===== src/rtl/mdu_iter_div_pkg.sv =====
// Shared definitions for the iterative MDU divider: FSM encodings and the
// MDU operation codes that the MDU decodes into start/is_signed.
package mdu_iter_div_pkg;

  typedef enum logic [1:0] {
    DIV_IDLE = 2'd0,
    DIV_CALC = 2'd1,
    DIV_FIX  = 2'd2
  } div_state_e;

  localparam logic [3:0] MDU_OP_DIV  = 4'h4;
  localparam logic [3:0] MDU_OP_DIVU = 4'h5;

endpackage


===== src/rtl/mdu_div_step.sv =====
// One radix-2 restoring iteration: shift the next dividend bit into the
// partial remainder, trial-subtract the divisor, keep or restore.
module mdu_div_step #(
  parameter int unsigned WIDTH = 32
) (
  input  logic [WIDTH-1:0] i_rem,
  input  logic [WIDTH-1:0] i_q,
  input  logic [WIDTH-1:0] i_divisor,
  output logic [WIDTH-1:0] o_rem,
  output logic [WIDTH-1:0] o_q
);

  logic [WIDTH:0] w_shift;
  logic [WIDTH:0] w_trial;

  // Trial subtraction in WIDTH+1 bits; bit WIDTH is the borrow (trial < 0).
  always_comb begin
    w_shift = {i_rem, i_q[WIDTH-1]};
    w_trial = w_shift - {1'b0, i_divisor};
    o_q     = {i_q[WIDTH-2:0], ~w_trial[WIDTH]};
    o_rem   = w_trial[WIDTH] ? w_shift[WIDTH-1:0] : w_trial[WIDTH-1:0];
  end

endmodule


===== src/rtl/mdu_iter_div.sv =====
// Iterative restoring divider for div/divu. Fixed WIDTH+1 cycle latency;
// results land in registered outputs held until the next done pulse.
module mdu_iter_div
  import mdu_iter_div_pkg::*;
#(
  parameter int unsigned WIDTH = 32
) (
  input  logic             clk,
  input  logic             reset,
  input  logic             start,
  input  logic             is_signed,
  input  logic [WIDTH-1:0] dividend,
  input  logic [WIDTH-1:0] divisor,
  output logic             busy,
  output logic             done,
  output logic [WIDTH-1:0] quotient,
  output logic [WIDTH-1:0] remainder,
  output logic             div_zero
);

  localparam int unsigned CW = $clog2(WIDTH) + 1;

  div_state_e       r_state;
  logic [WIDTH-1:0] r_rem;
  logic [WIDTH-1:0] r_q;
  logic [WIDTH-1:0] r_dvs;
  logic [WIDTH-1:0] r_dvd_orig;
  logic             r_q_neg;
  logic             r_r_neg;
  logic             r_dz;
  logic [CW-1:0]    r_cnt;
  logic             r_busy;
  logic             r_done;
  logic [WIDTH-1:0] r_quot;
  logic [WIDTH-1:0] r_remo;
  logic             r_dzo;

  logic             w_dvd_neg;
  logic             w_dvs_neg;
  logic [WIDTH-1:0] w_dvd_mag;
  logic [WIDTH-1:0] w_dvs_mag;
  logic [WIDTH-1:0] w_rem_nxt;
  logic [WIDTH-1:0] w_q_nxt;

  // Operand magnitudes; unsigned operands pass through untouched.
  always_comb begin
    w_dvd_neg = is_signed & dividend[WIDTH-1];
    w_dvs_neg = is_signed & divisor[WIDTH-1];
    w_dvd_mag = w_dvd_neg ? -dividend : dividend;
    w_dvs_mag = w_dvs_neg ? -divisor : divisor;
  end

  mdu_div_step #(
    .WIDTH(WIDTH)
  ) u_step (
    .i_rem     (r_rem),
    .i_q       (r_q),
    .i_divisor (r_dvs),
    .o_rem     (w_rem_nxt),
    .o_q       (w_q_nxt)
  );

  // Divider FSM: latch operands, iterate WIDTH times, sign-fix and publish.
  always_ff @(posedge clk or posedge reset) begin
    if (reset) begin
      r_state    <= DIV_IDLE;
      r_rem      <= '0;
      r_q        <= '0;
      r_dvs      <= '0;
      r_dvd_orig <= '0;
      r_q_neg    <= 1'b0;
      r_r_neg    <= 1'b0;
      r_dz       <= 1'b0;
      r_cnt      <= '0;
      r_busy     <= 1'b0;
      r_done     <= 1'b0;
      r_quot     <= '0;
      r_remo     <= '0;
      r_dzo      <= 1'b0;
    end else begin
      r_done <= 1'b0;
      case (r_state)
        DIV_IDLE: begin
          if (start) begin
            // r_q starts as the dividend magnitude and is shifted out MSB first.
            r_q        <= w_dvd_mag;
            r_dvs      <= w_dvs_mag;
            r_rem      <= '0;
            r_q_neg    <= w_dvd_neg ^ w_dvs_neg;
            r_r_neg    <= w_dvd_neg;
            r_dz       <= (divisor == '0);
            r_dvd_orig <= dividend;
            r_cnt      <= CW'(WIDTH);
            r_busy     <= 1'b1;
            r_state    <= DIV_CALC;
          end
        end
        DIV_CALC: begin
          r_rem <= w_rem_nxt;
          r_q   <= w_q_nxt;
          r_cnt <= r_cnt - 1'b1;
          if (r_cnt == CW'(1)) begin
            r_state <= DIV_FIX;
          end
        end
        DIV_FIX: begin
          if (r_dz) begin
            r_quot <= '1;
            r_remo <= r_dvd_orig;
          end else begin
            r_quot <= r_q_neg ? -r_q : r_q;
            r_remo <= r_r_neg ? -r_rem : r_rem;
          end
          r_dzo   <= r_dz;
          r_done  <= 1'b1;
          r_busy  <= 1'b0;
          r_state <= DIV_IDLE;
        end
        default: begin
          r_busy  <= 1'b0;
          r_state <= DIV_IDLE;
        end
      endcase
    end
  end

  assign busy      = r_busy;
  assign done      = r_done;
  assign quotient  = r_quot;
  assign remainder = r_remo;
  assign div_zero  = r_dzo;

endmodule


===== config.mk =====
export PLATFORM = sky130hd
export DESIGN_NAME = mdu_iter_div
export DESIGN_NICKNAME = d
export VERILOG_FILES = /design/src/rtl/mdu_iter_div_pkg.sv /design/src/rtl/mdu_div_step.sv /design/src/rtl/mdu_iter_div.sv
export SDC_FILE = /design/constraint.sdc
export NUM_CORES = 1
export LEC_CHECK = 0
export BUFFER_PORTS_ARGS = -buffer_cell sky130_fd_sc_hd__buf_2
export CAP_MARGIN = 30
export CORE_MARGIN = 1.5
export CORE_UTILIZATION = 47
export DETAILED_ROUTE_END_ITERATION = 16
export GPL_TIMING_DRIVEN = 0
export MAX_ROUTING_LAYER = met4
export PLACE_DENSITY = 0.69
export SYNTH_ARGS = -nofsm -noshare
export SYNTH_HDL_FRONTEND = slang
export SYNTH_SLANG_ARGS = --single-unit

===== constraint.sdc =====
create_clock -name clk -period 6.9 [get_ports clk]
set_clock_uncertainty 0.05 [all_clocks]
set_input_delay 1.38 -clock clk [delete_from_list [all_inputs] [get_ports clk]]
set_output_delay 1.38 -clock clk [all_outputs]
set_load 0.1 [all_outputs]

## After elaboration in Yosys (flattened, before gate mapping)

Index checks and enable logic that the tools add are counted.

| cells by class | value |
|---|---|
| equal/unequal tests | 5 |
| reduce and logical (&&, ||, !) cells | 7 |
| bitwise gates (word level) | 5 |
| muxes and demuxes | 19 |
| add/subtract/negate cells | 6 |

Operators by type and width:

| operator | number |
|---|---|
| 32-bit 2-to-1 mux | 9 |
| 32-bit negator | 4 |
| 32-bit case mux with 2 select lines | 2 |
| 33-bit by 32-bit subtractor with 33-bit output | 1 |
| 32-bit logical NOT | 1 |
| 6-bit case mux with 2 select lines | 1 |
| 2-bit AND reduction | 4 |
| 6-bit by 1-bit equality test with 1-bit output, second input constant | 1 |
| 6-bit 2-to-1 mux | 1 |
| 6-bit by 1-bit subtractor with 6-bit output, second input constant | 1 |
| 2-bit 2-to-1 mux | 2 |
| 2-bit != test, second input constant | 2 |
| 2-bit case mux with 2 select lines | 1 |
| 1-bit bitwise AND | 2 |
| 2-bit by 1-bit equality test with 1-bit output, second input constant | 1 |
| 2-bit equality test, second input constant | 1 |
| 2-bit logical NOT | 1 |
| 1-bit 2-to-1 mux | 2 |
| 1-bit inverter | 2 |
| 1-bit case mux with 2 select lines | 1 |
| 2-bit nonzero test | 1 |
| 1-bit XOR | 1 |

| storage, ports and cells | value |
|---|---|
| word-level logic and storage cells | 56 |
| register bits after elaboration | 206 |
| output and inout bits | 67 |

## Longest topological paths before layout

| depth | value |
|---|---|
| depth after elaboration | 4 |
| depth in mapped cells | 13 |
| gate-level depth less buffers | 12 |

## Cells and area by module

A second synthesis with hierarchy kept.

| second synthesis, totals | value |
|---|---|
| cell total of the unflattened synthesis | 1477 |
| area, all modules | 12966.2 um^2 |

Modules (own cells, without submodules):

| module | area each (um^2) | instances | sequential area each (um^2) | cells each |
|---|---|---|---|---|
| mdu_iter_div | 10477.5 | 1 | 5154.9 | 1135 |
| mdu_div_step | 2488.6 | 1 | 0.0 | 342 |

## Worst setup path after synthesis

Ideal clock, no wire load.

| timing | value |
|---|---|
| kind | input to register |
| start | input divisor[0] |
| end | register r_dvs[30] |
| path buffers | 0 |
| setup slack | 3.351 ns |
| arrival time | 3.366 ns |
| stages | 11 |
| cells stage by stage | inv_1 -> ha_1 -> or3b_2 -> nor4b_1 -> and2_1 -> nand2_1 -> nor2_1 -> and2_1 -> a21oi_1 -> xnor2_1 -> o21ai_0 |

| on the way | value |
|---|---|
| cells in the longest elaborated chain, start to end | 2 |

Ends and longest elaborated chain:

| element | RTL line | source |
|---|---|---|
| from (decl) | mdu_iter_div.sv:13 | `input logic [WIDTH-1:0] divisor,` |
| 32-bit negator | mdu_iter_div.sv:50 | `w_dvs_mag = w_dvs_neg ? -divisor : divisor;` |
| 32-bit 2-to-1 mux | mdu_iter_div.sv:50 |  |
| to (signal assigned) | mdu_iter_div.sv:87 | `r_dvs <= w_dvs_mag;` |
| to (decl) | mdu_iter_div.sv:26 | `logic [WIDTH-1:0] r_dvs;` |

Every way passes these cells.
A chain may end at the register's enable or synchronous reset.

## Worst setup path in the final report

| timing | value |
|---|---|
| start | input divisor[0] |
| end | register r_dvs[26] |

Same word-level chain as after synthesis.

==> impl_metrics.py <==
metrics = {
    "place": {
        "dp_hpwl_um": 26700,
        "place_congestion": 0.915,
        "portBuffers": 134,
    },
    "job": {
        "drv_cap": 0,
    },
    "routing": {
        "post-route-drc-count": 0,
        "wirelength_um": 34400,
        "routedWlPerCell_um": 17.4,
        "ant_nets": 0,
        "drt_iter0_drc": 695,
        "firstDrtPassIters": 5,
        "viasPerCell": 5.55,
        "vias": 11000,
    },
    "logic_synthesis": {
        "yosysTopAreaCell": "dfrtp_1",
        "synth_xor_xnor_area_share": 0.103,
        "synth_ff_type": "dfrtp_1",
        "syn_avg_cell_area_um2": 8.51,
        "synth_fa_ha_area_frac": 0.0398,
        "postSynth.asyncResetShare": 1.00,
        "synth_top_family_by_area": "compound AO/OA/AOI/OAI gates",
        "netlist.area_leader.share": 0.414,
        "yosys-top-cells-area": "dfrtp_1 (41%), nand2_1 (7.4%), xor2_1 (6.4%)",
        "ys_warn_count": 0,
        "muxShareOfSynthArea": 0.0209,
        "synthesis.area_mm2": 0.0125,
        "synth_nets": 1571,
        "synth_edf_count": 0,
        "ys_seq_elements": 206,
        "syn_inst": 1464,
        "ys_seq_area_frac": 0.414,
        "ys_types": 65,
        "synth_compound_area_frac": 0.203,
        "synthSimpleGateAreaFrac": 0.179,
    },
    "sta": {
        "rsz0062_at_grt": "no",
        "max_freq_ghz": 0.264,
        "slew_headroom": 0.440,
        "finalSetupViolCount": 0,
        "worstMarginPinSlew_ns": 0.840,
        "period_minus_slack_ns": 3.78,
        "drv_slew": 0,
        "period_share": 0.548,
        "hold_viol": 0,
        "setup_tns_ns": 0,
    },
    "grt": {
        "gr-total-overflow": 0,
        "grt_pass1_vias": 10800,
        "grt_pass1_wl_um": 56300,
        "grt_max_degree": 42,
        "antenna_found_initial": 0,
        "grt_usage": 0.260,
    },
    "setup_path": {
        "worst_setup_path_start_kind": "input pin",
        "cp.required_ns": 7.23,
        "crit_slowest_cell": "nor4b_1",
        "end_kind": "flip-flop",
        "crit_chain": "buf_2 -> inv_1 -> ha_1 -> or3b_2 -> nor4b_1 -> and2_1 -> nand2_1 -> nor2_1 -> and2_1 -> nor2_1 -> xnor2_1 -> o21ai_0",
        "cp_num_buf_inv": 2,
        "crit_family": "simple AND/OR/NAND/NOR gates",
        "arrival_ns": 4.12,
        "max_stage_delay_ns": 0.55,
        "cp_max_fo": 4,
        "criticalPathCategory": "in -> reg",
    },
    "die": {
        "fp.dieArea_mm2": 0.0275,
        "chipHeight_um": 166,
        "io_pins": 135,
        "initial_core_util": 0.478,
        "num_rows": 59,
        "die_x_um": 166,
        "core_area_mm2": 0.0261,
    },
    "clock_network": {
        "cts.path.max_buffers": 3,
        "clk_latency_ns": 0.54,
        "clock_sinks": 206,
        "tritoncts": "built",
        "htree_levels": 1,
        "ctsHoldBuffers": 0,
        "root_buffer": "clkbuf_16",
        "path_clk_slew_ns": 0.06,
        "numCtsBuffers": 25,
        "post_cts_buffers": 0,
        "cts_resized": 0,
    },
    "cells_and_area": {
        "area_growth_pct": 15.8,
        "final_common_cell": "nand2_1",
        "final_layout_size_suffix_gt1_frac": 0.120,
        "layout_common_cells": "nand2_1 (246), dfrtp_1 (206), o21ai_0 (152)",
        "nFillCells": 2440,
        "fin_nets": 1738,
        "n_antenna_cell": 0,
    },
    "run_status": {
        "status": "finished clean",
    },
    "hold_path": {
        "min_path_type": "reg -> reg",
    },
}
-- metrics by stage --
step	hold slack [ns]	std cells	area, µm²	setup WS [ns]	util
global placement	0.411	1933	13600	1.56	0.520
CTS	0.428	1980	14400	3.16	0.554
detailed placement	0.410	1939	13700	2.60	0.525
finish	0.425	1980	14400	3.12	0.554
global route	0.450	1980	14400	2.84	0.554
floorplan	0.387	1464	12500	2.80	-
-- cells in the mapped netlist (8+ instances only) --
library cell    n
mux2i_1        26
o41ai_1        15
or4_1           9
nor2_1        103
nor2b_1         9
dfrtp_1       206
nand3_1        16
o31ai_1        23
clkbuf_1       69
or3_1          23
nor4_1          8
nor3_1         16
o21ai_0       152
ha_1           38
a22oi_1        30
a32oi_1         8
xor2_1         91
a21o_1         11
nand2_1       246
o21ai_1        31
a21oi_1       107
xnor2_1        55
inv_1          53
nand2b_1       17
and3_1         12
-- final cells by class --
class | count | area [µm²] | share of cell area
Buffer | 77 | 308 | 0.0213
Timing Repair Buffer | 140 | 798 | 0.0553
Tap cell | 335 | 419 | 0.0291
Clock inverter | 6 | 53.8 | 0.00373
Sequential cell | 206 | 5150 | 0.357
Multi-Input combinational cell | 1128 | 6800 | 0.471
Clock buffer | 35 | 693 | 0.0480
Inverter | 53 | 203 | 0.0140
-- flip-flops by register name (all words and copies together) (netlist names) --
name and count:
quotient 32, r_dz 1, r_cnt 6, r_dvs 32, done 1, r_r_neg 1, r_dvd_orig 32, r_q_neg 1
remainder 32, div_zero 1, r_state 2, r_q 32, r_rem 32, busy 1
-- worst min-delay path, delay by kind of cell (launching register included) --
kind            cells  cell delay, ns
compound gates      1            0.06
simple gates        1            0.04
flops               1            0.34
-- worst paths after layout --
| path | endpoint | cells after the start | slack [ns] | from |
|---|---|---|---|---|
| max reg2reg | r_rem[23] | 11 | 3.47 | r_rem[4] |
| min reg2reg | remainder[8] | 2 | 0.42 | remainder[8] |
| min | remainder[8] | 2 | 0.42 | remainder[8] |
| min in group asynchronous | quotient[30] | 2 | 0.86 | reset |
| max in group asynchronous | remainder[7] | 5 | 4.87 | reset |
| max | r_dvs[26] | 12 | 3.12 | divisor[0] |
-- metal layers --
| layer | GRT usage | up-vias | wire [µm] |
|---|---|---|---|
| met5 | - | - | 0 |
| met4 | 0.110 | 0 | 1470 |
| met3 | 0.0341 | 86 | 1660 |
| met2 | 0.421 | 310 | 16300 |
| met1 | 0.327 | 5160 | 15000 |
| li1 | - | 5433 | - |
-- kinds of logic (layout without fill, tap and decap cells) --
group,Yosys count,after routing
AOI/OAI and AO/OA,425,425
xor gates and xnor gates,146,146
adders and majority gates,39,39
buffers and inverters,130,311
DFF,206,206
muxes,26,26
and+or+nand+nor,492,492
Power is left out: the tool's default activity adds up to more than one toggle a clock period on the data nets, which glitch-free logic cannot reach.
